[config.mk]
export PLATFORM = sky130hd
export DESIGN_NAME = mixcolumns_ctrl
export DESIGN_NICKNAME = d
export VERILOG_FILES = /design/src/rtl/aes_pkg.sv /design/src/rtl/mix_single_column.sv /design/src/rtl/mixcolumns_ctrl.sv
export SDC_FILE = /design/constraint.sdc
export NUM_CORES = 1
export LEC_CHECK = 0
export ABC_AREA = 1
export CAP_MARGIN = 10
export CORE_ASPECT_RATIO = 1.25
export CORE_MARGIN = 2
export CORE_UTILIZATION = 40
export CTS_CLUSTER_DIAMETER = 100
export CTS_CLUSTER_SIZE = 16
export DETAILED_ROUTE_END_ITERATION = 10
export PLACE_DENSITY = 0.73
export SYNTH_ARGS = -nofsm -noshare
export SYNTH_HDL_FRONTEND = slang
export SYNTH_SLANG_ARGS = --single-unit
[constraint.sdc]
create_clock -name clk -period 1.83 [get_ports clk]
set_input_delay 0.183 -clock clk [delete_from_list [all_inputs] [get_ports clk]]
set_output_delay 0.183 -clock clk [all_outputs]
set_load 0.01 [all_outputs]
[src/rtl/aes_pkg.sv]
// ---------------------------------------------------------------------------
// aes_pkg
// Shared types, FSM encoding and GF(2^8) helpers for the sequenced
// MixColumns engine.
//   aes_state_t : 128-bit AES state, column c at [127-32c -: 32]
//   aes_col_t   : one 32-bit column, row r at [31-8r -: 8]
//   aes_byte_t  : one GF(2^8) element
//   mc_state_t  : controller states IDLE / BUSY / DONE
//   xtime       : multiply by x (02) modulo x^8+x^4+x^3+x+1
//   gf_mul      : general GF(2^8) multiply built from xtime
// ---------------------------------------------------------------------------
package aes_pkg;

  typedef logic [127:0] aes_state_t;
  typedef logic [31:0]  aes_col_t;
  typedef logic [7:0]   aes_byte_t;

  typedef enum logic [1:0] {
    IDLE = 2'd0,
    BUSY = 2'd1,
    DONE = 2'd2
  } mc_state_t;

  // Low byte of the reduction polynomial 0x11B; bit 8 is implied by the shift.
  localparam aes_byte_t GF_POLY = 8'h1B;

  function automatic aes_byte_t xtime(input aes_byte_t b);
    return {b[6:0], 1'b0} ^ (b[7] ? GF_POLY : 8'h00);
  endfunction

  // Shift-and-add multiply; with a constant b the unused partial
  // products disappear, so each call reduces to a small XOR network.
  function automatic aes_byte_t gf_mul(input aes_byte_t a, input aes_byte_t b);
    aes_byte_t p;
    aes_byte_t x;
    p = 8'h00;
    x = a;
    for (int i = 0; i < 8; i++) begin
      if (b[i]) p = p ^ x;
      x = xtime(x);
    end
    return p;
  endfunction

endpackage

[src/rtl/mix_single_column.sv]
// ---------------------------------------------------------------------------
// mix_single_column
// Purely combinational MixColumns transform of one 32-bit column.
// Ports:
//   inv     : in  1   select InvMixColumns (only with AES_INV_MIXCOL_EN)
//   col_in  : in  32  column, row 0 in bits [31:24]
//   col_out : out 32  mixed column, same byte layout
// Macro AES_INV_MIXCOL_EN adds the inverse matrix and the inv select;
// without it only the forward matrix is built.
// ---------------------------------------------------------------------------
module mix_single_column
  import aes_pkg::*;
(
`ifdef AES_INV_MIXCOL_EN
  input  logic     inv,
`endif
  input  aes_col_t col_in,
  output aes_col_t col_out
);

  aes_byte_t a0, a1, a2, a3;
  aes_col_t  fwd_col;

  assign a0 = col_in[31:24];
  assign a1 = col_in[23:16];
  assign a2 = col_in[15:8];
  assign a3 = col_in[7:0];

  // Forward rows {02 03 01 01} rotated right per row; 03*a = xtime(a)^a.
  always_comb begin
    fwd_col         = '0;
    fwd_col[31:24]  = xtime(a0) ^ xtime(a1) ^ a1 ^ a2 ^ a3;
    fwd_col[23:16]  = a0 ^ xtime(a1) ^ xtime(a2) ^ a2 ^ a3;
    fwd_col[15:8]   = a0 ^ a1 ^ xtime(a2) ^ xtime(a3) ^ a3;
    fwd_col[7:0]    = xtime(a0) ^ a0 ^ a1 ^ a2 ^ xtime(a3);
  end

`ifdef AES_INV_MIXCOL_EN
  aes_col_t inv_col;

  // Inverse rows {0e 0b 0d 09} rotated the same way.
  always_comb begin
    inv_col        = '0;
    inv_col[31:24] = gf_mul(a0, 8'h0e) ^ gf_mul(a1, 8'h0b) ^ gf_mul(a2, 8'h0d) ^ gf_mul(a3, 8'h09);
    inv_col[23:16] = gf_mul(a0, 8'h09) ^ gf_mul(a1, 8'h0e) ^ gf_mul(a2, 8'h0b) ^ gf_mul(a3, 8'h0d);
    inv_col[15:8]  = gf_mul(a0, 8'h0d) ^ gf_mul(a1, 8'h09) ^ gf_mul(a2, 8'h0e) ^ gf_mul(a3, 8'h0b);
    inv_col[7:0]   = gf_mul(a0, 8'h0b) ^ gf_mul(a1, 8'h0d) ^ gf_mul(a2, 8'h09) ^ gf_mul(a3, 8'h0e);
  end

  assign col_out = inv ? inv_col : fwd_col;
`else
  assign col_out = fwd_col;
`endif

endmodule

[src/rtl/mixcolumns_ctrl.sv]
// ---------------------------------------------------------------------------
// mixcolumns_ctrl
// Sequenced MixColumns engine: accepts a 128-bit state, mixes one column
// per cycle through a single shared column unit, then presents the result.
// Ports:
//   clk         : in  1    rising-edge clock
//   rst_n       : in  1    asynchronous active-low reset
//   in_valid    : in  1    input state presented
//   in_ready    : out 1    block can accept a state this cycle
//   state       : in  128  input state (column c at [127-32c -: 32])
//   out_valid   : out 1    mixed state available
//   out_ready   : in  1    downstream accepts outputstate
//   outputstate : out 128  mixed state, same layout as the input
//   busy        : out 1    high while columns are being processed
//   inv_mode    : in  1    InvMixColumns select (only with AES_INV_MIXCOL_EN)
// Macro AES_INV_MIXCOL_EN enables the inv_mode port and inverse datapath.
// ---------------------------------------------------------------------------
module mixcolumns_ctrl
  import aes_pkg::*;
(
  input  logic         clk,
  input  logic         rst_n,
  input  logic         in_valid,
  output logic         in_ready,
  input  logic [127:0] state,
  output logic         out_valid,
  input  logic         out_ready,
  output logic [127:0] outputstate,
`ifdef AES_INV_MIXCOL_EN
  input  logic         inv_mode,
`endif
  output logic         busy
);

  mc_state_t  fsm;
  logic [1:0] col_cnt;
  aes_state_t work;
  aes_col_t   cur_col;
  aes_col_t   mixed_col;

`ifdef AES_INV_MIXCOL_EN
  logic inv_q;
`endif

  // Accepting in DONE overlaps the output handshake with the next capture.
  assign in_ready    = (fsm == IDLE) | ((fsm == DONE) & out_ready);
  assign outputstate = work;

  always_comb begin
    cur_col = work[127:96];
    case (col_cnt)
      2'd0:    cur_col = work[127:96];
      2'd1:    cur_col = work[95:64];
      2'd2:    cur_col = work[63:32];
      default: cur_col = work[31:0];
    endcase
  end

  mix_single_column u_col (
`ifdef AES_INV_MIXCOL_EN
    .inv     (inv_q),
`endif
    .col_in  (cur_col),
    .col_out (mixed_col)
  );

  // Single FSM block; busy and out_valid are registered alongside the state
  // so they change exactly on the transition edges.
  always_ff @(posedge clk or negedge rst_n) begin
    if (!rst_n) begin
      fsm       <= IDLE;
      col_cnt   <= 2'd0;
      work      <= '0;
      out_valid <= 1'b0;
      busy      <= 1'b0;
`ifdef AES_INV_MIXCOL_EN
      inv_q     <= 1'b0;
`endif
    end else begin
      case (fsm)
        IDLE: begin
          if (in_valid) begin
            work    <= state;
            col_cnt <= 2'd0;
`ifdef AES_INV_MIXCOL_EN
            inv_q   <= inv_mode;
`endif
            fsm     <= BUSY;
            busy    <= 1'b1;
          end
        end
        BUSY: begin
          case (col_cnt)
            2'd0:    work[127:96] <= mixed_col;
            2'd1:    work[95:64]  <= mixed_col;
            2'd2:    work[63:32]  <= mixed_col;
            default: work[31:0]   <= mixed_col;
          endcase
          // Wraps 3 -> 0 on the final column, ready for the next block.
          col_cnt <= col_cnt + 2'd1;
          if (col_cnt == 2'd3) begin
            fsm       <= DONE;
            busy      <= 1'b0;
            out_valid <= 1'b1;
          end
        end
        DONE: begin
          if (out_ready) begin
            out_valid <= 1'b0;
            if (in_valid) begin
              work    <= state;
              col_cnt <= 2'd0;
`ifdef AES_INV_MIXCOL_EN
              inv_q   <= inv_mode;
`endif
              fsm     <= BUSY;
              busy    <= 1'b1;
            end else begin
              fsm <= IDLE;
            end
          end
        end
        default: begin
          fsm       <= IDLE;
          busy      <= 1'b0;
          out_valid <= 1'b0;
        end
      endcase
    end
  end

endmodule
# Word-level counts from Yosys, hierarchy flattened
# Index checks and enable logic that the tools add are counted.
[totals] input_bits=132 register_bits=134 out_inout_bits=131
[classes] bitwise_logic=23 n_reduce_logical=12 mux=27 n_addsub=1 n_eq_ne=12
[ops] cell="$pmux W128 S3" n=1
[ops] cell="$mux W128" n=2
[ops] cell="$xor A8 B8 Y8" n=19
[ops] cell="$mux W32" n=4
[ops] cell="$pmux W32 S3" n=1
[ops] cell="$mux W5" n=4
[ops] cell="$reduce_and A3 Y1" n=6
[ops] cell="$pmux W2 S3" n=2
[ops] cell="$mux W2" n=5
[ops] cell="$ne A2 B2 Y1 const B" n=4
[ops] cell="$xor A8 B5 Y8" n=1
[ops] cell="$eq A2 B2 Y1 const B" n=3
[ops] cell="$mux W1" n=6
[ops] cell="$ne A2 B1 Y1 const B" n=3
[ops] cell="$pmux W1 S3" n=2
[ops] cell="$eq A2 B1 Y1 const B" n=2
[ops] cell="$logic_not A2 Y1" n=2
[ops] cell="$reduce_and A2 Y1" n=2
[ops] cell="$reduce_bool A3 Y1" n=1
[ops] cell="$reduce_or A3 Y1" n=1
[ops] cell="$add A2 B1 Y2 const B" n=1
[ops] cell="$and A1 B1 Y1" n=1
[ops] cell="$not A1 Y1" n=1
[ops] cell="$or A1 B1 Y1" n=1

# Logic depth before layout (Yosys ltp)
# Gate-level depths: netlist of run 1.
[depth] ltp_word=10 ltp_mapped=18 mapped_depth_nobuf=16

# By module
# From an unflattened synthesis of run 1, not the netlist that was laid out.
[hier_totals] hier_cells=1515 hier_area_um2=9192.6
[modules_own_cells] module="mixcolumns_ctrl" n_inst=1 area_each_um2=7262.0 cells_each=1089
[modules_own_cells] module="mix_single_column" n_inst=1 area_each_um2=1930.6 cells_each=426

# Worst setup path before layout of run 1
# No wires, ideal clock.
[synth_timing] path_type="register to register" startpoint="reg col_cnt[0]" endpoint="reg work[121], in the netlist outputstate[121]" setup_time_ns=0.124 required_ns=1.706 setup_slack_ns=-0.199 synth_period_minus_slack_ns=2.029 stages_incl_launch_ff=17 arrival_ns=1.905 path_buffers=2 cell_sequence="dfrtp_1 > inv_1 > ha_1 > buf_4 > buf_2 > nand2_1 > nand2_1 > o22ai_4 > inv_1 > nand2_1 > nand2_1 > nand2_1 > nand2_1 > nor2_1 > nor2_1 > nand2_1 > a21oi_1"
[synth_between] elab_chain_len=10 elab_cells_between_ends=16 classes_between="3 x eq/ne; 5 x mux; 6 x bitwise; 2 x reduce/logical"
[synth_rtl] element="start: declaration" line_no="mixcolumns_ctrl.sv:36" rtl="logic [1:0] col_cnt;"
[synth_rtl] element="start signal: assignment" line_no="mixcolumns_ctrl.sv:100" rtl="col_cnt <= col_cnt + 2'd1;"
[synth_rtl] element="$eq A2 B2 Y1, or another cell as far along" line_no="mixcolumns_ctrl.sv:51" rtl="case (col_cnt)"
[synth_rtl] element="$pmux W32 S3" line_no="mixcolumns_ctrl.sv:51"
[synth_rtl] element="$mux W5" line_no="aes_pkg.sv:28" rtl="return {b[6:0], 1'b0} ^ (b[7] ? GF_POLY : 8'h00);"
[synth_rtl] element="$xor A8 B5 Y8 / $xor A8 B8 Y8 (equally long branches)" line_no="aes_pkg.sv:28"
[synth_rtl] element="$xor A8 B8 Y8 (4 in a row)" line_no="mix_single_column.sv:32" rtl="fwd_col[31:24] = xtime(a0) ^ xtime(a1) ^ a1 ^ a2 ^ a3;"
[synth_rtl] element="$mux W32" line_no="mixcolumns_ctrl.sv:93" rtl="case (col_cnt)"
[synth_rtl] element="$pmux W128 S3" line_no="mixcolumns_ctrl.sv:80" rtl="case (fsm)"
[synth_rtl] element="end signal: assignment" line_no="mixcolumns_ctrl.sv:83" rtl="work <= state;"
[synth_rtl] element="end signal: assignment" line_no="mixcolumns_ctrl.sv:94" rtl="2'd0: work[127:96] <= mixed_col;"
[synth_rtl] element="end signal: assignment" line_no="mixcolumns_ctrl.sv:111" rtl="work <= state;"
[synth_rtl] element="end: declaration" line_no="mixcolumns_ctrl.sv:37" rtl="aes_state_t work;"
# Several ways; a longest one is shown, not always the timed one. The select of a mux whose other input is x is not followed.
# A chain may end at the register's enable or synchronous reset.

# Worst setup path in the final report of run 1
[layout_timing] startpoint="reg col_cnt[0]" endpoint="reg work[17], in the netlist outputstate[17]"
[layout_between] elab_chain_len=10 elab_cells_between_ends=17 classes_between="3 x eq/ne; 5 x mux; 6 x bitwise; 3 x reduce/logical"
[layout_rtl] element="$eq A2 B2 Y1, or another cell as far along" line_no="mixcolumns_ctrl.sv:51, mixcolumns_ctrl.sv:93"
[layout_rtl] element="$pmux W32 S3" line_no="mixcolumns_ctrl.sv:51"
[layout_rtl] element="$mux W5" line_no="aes_pkg.sv:28"
[layout_rtl] element="$xor A8 B8 Y8" line_no="aes_pkg.sv:28"
[layout_rtl] element="$xor A8 B8 Y8 (4 in a row)" line_no="mix_single_column.sv:33" rtl="fwd_col[23:16] = a0 ^ xtime(a1) ^ xtime(a2) ^ a2 ^ a3;"
[layout_rtl] element="$mux W32" line_no="mixcolumns_ctrl.sv:93"
[layout_rtl] element="$pmux W128 S3" line_no="mixcolumns_ctrl.sv:80"
[layout_rtl] element="end signal: assignment" line_no="mixcolumns_ctrl.sv:83"
[layout_rtl] element="end signal: assignment" line_no="mixcolumns_ctrl.sv:97" rtl="default: work[31:0] <= mixed_col;"
[layout_rtl] element="end signal: assignment" line_no="mixcolumns_ctrl.sv:111"
# Several ways; a longest one is shown, not always the timed one. The select of a mux whose other input is x is not followed.

==> results of run 1 <==
## worst min-delay path by stage
stage,endpoint,cells past startpoint
3_5_place_dp,outputstate[97],1
4_1_cts,outputstate[97],2
3_3_place_gp,outputstate[97],1
2_1_floorplan,busy,0
5_1_grt,outputstate[97],2
6_report,outputstate[97],2
## critical path, delay by kind of cell, from the launching register on
family,cells,cell delay (ns)
buf+inv,3,0.32
simple gates,8,0.99
flops,1,0.46
xor+xnor,1,0.21
fa+ha+maj,1,0.25
compound gates,1,0.16
## layout by cell type (no fill, tap or decap), drive strengths merged
cell           count
nand2            392
a21oi            265
clkdlybuf4s50    260
buf              174
nor2             160
dfrtp            134
nand3             77
inv               58
clkbuf            28
o22ai             19
xor2              18
o21ai             15
xnor2             11
clkinv             6
nand4              4
ha                 4
bufinv             4
nand3b             4
a31oi              3
o21bai             2
nor3               2
a21o               2
or2                2
a22o               1
clkinvlp           1
dlygate4sd3        1
dlygate4sd2        1
## what timing repair did
action,CTS,global route
pin swaps,11,135
setup endpoints to repair,129,129
gates resized for setup,81,431
endpoints found under the hold margin,38,0
setup buffers,5,29
cloned,0,8
hold buffers,1,0
## cell type report
| type | count | area [sq um] | share of cell area, % |
|---|---|---|---|
| clock inverter | 11 | 172.7 | 1.075 |
| multi-input combinational | 981 | 6884 | 42.87 |
| clock buffer | 21 | 470.5 | 2.929 |
| tap | 274 | 342.8 | 2.135 |
| inverter | 58 | 247.7 | 1.543 |
| sequential | 134 | 3356 | 20.90 |
| timing repair buffer | 443 | 4586 | 28.55 |
## cells in the mapped netlist (2+ instances only)
library cell	number
a21o_1	2
a21oi_1	265
a31oi_1	3
buf_2	11
buf_4	4
buf_6	8
clkbuf_1	37
clkinv_1	3
dfrtp_1	134
ha_1	4
inv_1	46
inv_2	9
nand2_1	391
nand3_1	74
nand3_2	3
nand3b_1	3
nand4_1	4
nor2_1	155
nor2_2	2
nor2_4	3
nor3_1	2
o21ai_0	6
o21ai_1	7
o21ai_2	2
o22ai_1	2
o22ai_2	11
o22ai_4	6
xnor2_1	10
xor2_1	18
## metrics by stage
step	cells	hold slack, ns	instance area, sq um
2_1_floorplan	1234	-0.1126	8877
3_3_place_gp	1847	0.1186	12830
3_5_place_dp	1847	0.1259	12830
4_1_cts	1885	0.2380	13900
5_1_grt	1922	0.2730	16060
6_report	1922	0.2330	16060
## layer usage
layer | GRT usage [%] | wire [um] | up-vias
li1 | - | - | 4867
met1 | 39.29 | 15210 | 5418
met2 | 52.13 | 20440 | 753
met3 | 5.268 | 3848 | 184
met4 | 9.748 | 2476 | 0
met5 | 0 | 0 | -
## cell families (layout without fill, tap and decap cells)
family / count (synthesis) / count (layout)
AOI/OAI and AO/OA: 307 / 307
xor gates and xnor gates: 29 / 29
adders and majority gates: 4 / 4
buffers and inverters: 119 / 533
DFF: 134 / 134
and+or+nand+nor: 641 / 641
## registers in the layout, indices dropped and copies added, names as in the netlist
register	flops
col_cnt	2
fsm	2
out_valid	1
outputstate	128
busy	1
==> results.yml, run 1 <==
critical_path:
  crit_path_start: "col_cnt[0]"
  cp_slowest_cell: "dfrtp_2"
  crit_path_end: "outputstate[17]"
  timing.rr.end: "outputstate[17]"
  crit_chain: "inv_4, ha_4, buf_12, nand2_1, nand2_2, nor2_2, nor2_4, xor2_2, nand2_1, nand2_2, inv_2, nand2_2, nand3_4, a21oi_2"
  cp-end-kind: "flip-flop"
  cpPeakStageDelay_ns: 0.46
  r2r-start: "col_cnt[0]"
  timing.critical_path.mode_cell: "nand2_2"
  path_class: "reg -> reg"
  r2r_setup_slack_ns: -0.64
  path_max_fanout: 6
  reg2reg_depth: 14
  worstPathArrival_ns: 2.83
  worst_setup_path_start_kind: "flip-flop"
  worstPathRequired_ns: 2.20
synth:
  syn_area_per_cell_sq_um: 6.938
  syn_inst: 1234
  synth_top_area_cell: "dfrtp_1"
  async_reset_ff_share_pct: 100.0
  muxShareOfSynthArea_pct: 0
  yosysWarnings: 0
  synth_cell_types: 38
  yosys_register_bits: 134
  synth_xor_area_share_pct: 3.054
  synth_edf_count: 0
  synth_ff_type: "dfrtp_1"
  synth_adder_area_share_pct: 0.5845
  yosys.area_share.simple_pct: 30.34
  synth_compound_area_share_pct: 20.42
  ys_seq_area_share_pct: 39.16
  syn_area_sq_um: 8562
  synth_fp_nets: 1370
  synth_top_family_by_area: "simple AND/OR/NAND/NOR gates"
  synthDominantCellAreaShare_pct: 39.16
  synthTopCellsByArea: "dfrtp_1 (39%), nand2_1 (17%), a21oi_1 (15%)"
placed_design:
  hpwlAfterDp_um: 25610
  dp_slack_ns: -0.5967
  place_congestion: 0.9711
  io_buffers: 262
die:
  die_h_um: 167.6
  std_cell_rows: 59
  design.die.area_sq_um: 22600
  die_w_um: 134.9
  core_sq_um: 20890
  io_pins: 263
  initial_core_util_pct: 40.98
timing:
  setup_tns_ns: -63.45
  finalWorstSetupSlack_ns: -0.6359
  worst_slew_pin_slew_ns: 0.4587
  fin_skew_ns: 0.01326
  rsz0062_at_grt: "yes"
  finalMaxSlewViolations: 0
  finalSetupViolCount: 128
  fmax_mhz: 405.5
  finalCritPeriodShare_pct: 134.7
  fin_crit_ns: 2.466
  slew_headroom_pct: 69.39
  hold_viol_final: 0
clocking:
  clockBufferDepth: 2
  root_buffer: "clkbuf_16"
  cts.sinks: 134
  cts_tree: "done"
  cts_buffers: 17
  clk_pin_slew_ns: 0.06
  htree_num_levels: 4
  clkLatencyLatePin_ns: 0.44
finish:
  finalNetCount: 1771
  fillCellCount: 1377
  area_delta_synth_final_pct: 87.56
  final_core_util_pct: 76.87
  diodes: 0
  drive_above_1_share_pct: 41.38
global_routing:
  grt_pass1_wl_um: 53990
  grt_usage_pct: 30.57
  gr-total-overflow: 0
  antenna_found_initial: 0
  grt_pass1_vias: 10137
  grt_max_degree: 63
route:
  drc: 0
  via_per_inst: 5.839
  wl_um: 41970
  dr_total_vias: 11222
  drt_iter0_drc: 1123
  antenna_left: 0
  wl_per_cell_um: 21.84
  first_pass_iters: 6
outcome:
  violations: "setup timing"
  outcome: "complete, but fails checks"
flow_run:
  drv_cap: 0
worst_hold_path:
  hold_class: "in -> async"
Power of run 1 is left out: the tool's default activity adds up to more than one toggle a clock period on the data nets, which glitch-free logic cannot reach.
==> run 2, diff against run 1 <==
- PLACE_DENSITY: 0.73 -> 0.7
- TNS_END_PERCENT: unset -> 100
- clock period: 1.83 -> 2.35 ns (I/O delays scaled with it)
==> run 2 against run 1 <==
Compared with the run above:
- the run still ends with setup timing left
- cell area fell by 16%
- final cell count decreased by 4.1%
- sequential share of layout area rose by 4.0 points
- core utilization shrank 12 points
- critical endpoint is now outputstate[121]
- largest cell class unchanged
==> results.yml, run 2 (synthesis gave the netlist of run 1 again) <==
finish:
  multi_input_area_sq_um: 5258
  finalNetCount: 1693
  regArea_sq_um: 3354
  diodes: 0
  most-common-layout-cells: "nand2_1 (379), clkdlybuf4s50_1 (261), a21oi_1 (217)"
  layout_commonest_cell: "nand2_1"
  area_delta_synth_final_pct: 57.39
  fillCellCount: 1759
  fin_cells: 1844
  final_core_util_pct: 64.50
  drive_above_1_share_pct: 18.22
  largest_reg_flops: 128
timing:
  fin_crit_ns: 2.377
  worst_slew_pin_slew_ns: 0.6639
  fmax_mhz: 420.8
  rsz0062_at_grt: "yes"
  hold_viol_final: 0
  finalCritPeriodShare_pct: 101.1
  finalSetupViolCount: 8
  slew_headroom_pct: 55.74
  finalMaxSlewViolations: 0
  finalWorstSetupSlack_ns: -0.02667
  fin_skew_ns: 0.01344
route:
  drc: 0
  wl_per_cell_um: 19.57
  drt_iter0_drc: 958
  wl_um: 36080
  first_pass_iters: 5
  dr_total_vias: 10287
  via_per_inst: 5.579
  antenna_left: 0
die:
  core_sq_um: 20890
  initial_core_util_pct: 40.98
  die_w_um: 134.9
  std_cell_rows: 59
  io_pins: 263
  design.die.area_sq_um: 22600
  die_h_um: 167.6
critical_path:
  cp_top_family: "buffers and inverters"
  worstPathRequired_ns: 2.70
  worst_setup_path_start_kind: "flip-flop"
  path_max_fanout: 13
  path_buf_inv: 4
  cpPeakStageDelay_ns: 0.44
  cp-end-kind: "flip-flop"
  path_class: "reg -> reg"
  cp_slowest_cell: "dfrtp_2"
  crit_chain: "ha_2, inv_6, buf_12, buf_4, nor2_1, a31oi_1, buf_4, nand2_1, nand2_2, nand2_1, nand2_1, nor2_1, nor2_1, nand2_2, a21oi_1"
  worstPathArrival_ns: 2.73
clocking:
  cts_buffers: 17
  cts_tree: "done"
  clk_pin_slew_ns: 0.06
  clockBufferDepth: 2
  cts.sinks: 134
  htree_num_levels: 4
  root_buffer: "clkbuf_16"
  clkLatencyLatePin_ns: 0.43
placed_design:
  hpwlAfterDp_um: 25530
  io_buffers: 262
  dp_cells: 1797
  place_congestion: 0.9792
global_routing:
  grt_pass1_wl_um: 53090
  grt_max_degree: 71
  gr-total-overflow: 0
  top_usage_layer: "met2"
  grt_pass1_vias: 9892
  met1_usage_pct: 38.78
  grt_use_met2_pct: 50.21
  grt_usage_pct: 30.37
  use_met3_pct: 3.936
  antenna_found_initial: 0
outcome:
  violations: "setup timing"
  outcome: "complete, but fails checks"
worst_hold_path:
  hold_class: "in -> async"
flow_run:
  drv_cap: 0
==> run 2: cell types whose count changed in the layout (fill, tap and decap cells not counted), sizes merged <==
cell | previous run | this run
clkbuf | 28 | 21
dlygate4sd2 | 1 | 0
bufinv | 4 | 2
clkinvlp | 1 | 5
buf | 174 | 100
inv | 58 | 59
clkdlybuf4s50 | 260 | 261
==> run 2: layout make-up <==
| cell class | count | share of cell area [%] |
|---|---|---|
| repair buffers | 365 | 27.57 |
| well taps | 274 | 2.544 |
| clock inverters | 14 | 1.123 |
| inverters | 58 | 1.671 |
| multi-input cells | 981 | 39.02 |
| clock buffers | 18 | 3.185 |
| flip-flops and latches | 134 | 24.89 |
==> run 2: what timing repair did <==
item	4_1_cts	5_1_grt
pin swaps	1	14
cloned	0	3
hold endpoints to repair	32	0
gates resized for setup	21	117
hold buffers	1	0
endpoints found under the setup margin	71	128
buffers inserted	1	10
==> run 2: final timing paths <==
path / start / endpoint / slack (ns) / depth (start not counted)
max in group asynchronous: rst_n / outputstate[65] / 1.36 / 3
min in group clk: state[34] / outputstate[34] / 0.42 / 3
setup / recovery: col_cnt[0] / outputstate[121] / -0.03 / 15
hold / removal: rst_n / fsm[1] / 0.27 / 2
hold reg to reg: busy / busy / 0.52 / 2
setup reg to reg: col_cnt[0] / outputstate[121] / -0.03 / 15
==> run 2: layer usage <==
metal  up-vias  part of all wire (%)
li1       4713                     -
met1      4920                    38
met2       536                    50
met3       118                   7.3
met4         0                   4.8
met5         -                     0
==> run 2: through the flow <==
stage	instance area [sq um]	hold WS (ns)	setup TNS (ns)	worst slack, ns
4_1_cts	12820	0.2613	-0.8233	-0.04496
3_3_place_gp	12120	0.1517	-0.8073	-0.1132
6_report	13480	0.2674	-0.1096	-0.02667
3_5_place_dp	12120	0.1545	-1.786	-0.1208
2_1_floorplan	8562	-0.06059	0	0.3205
5_1_grt	13480	0.2848	-9.633	-0.1465
Power of run 2 is left out for the same reason.
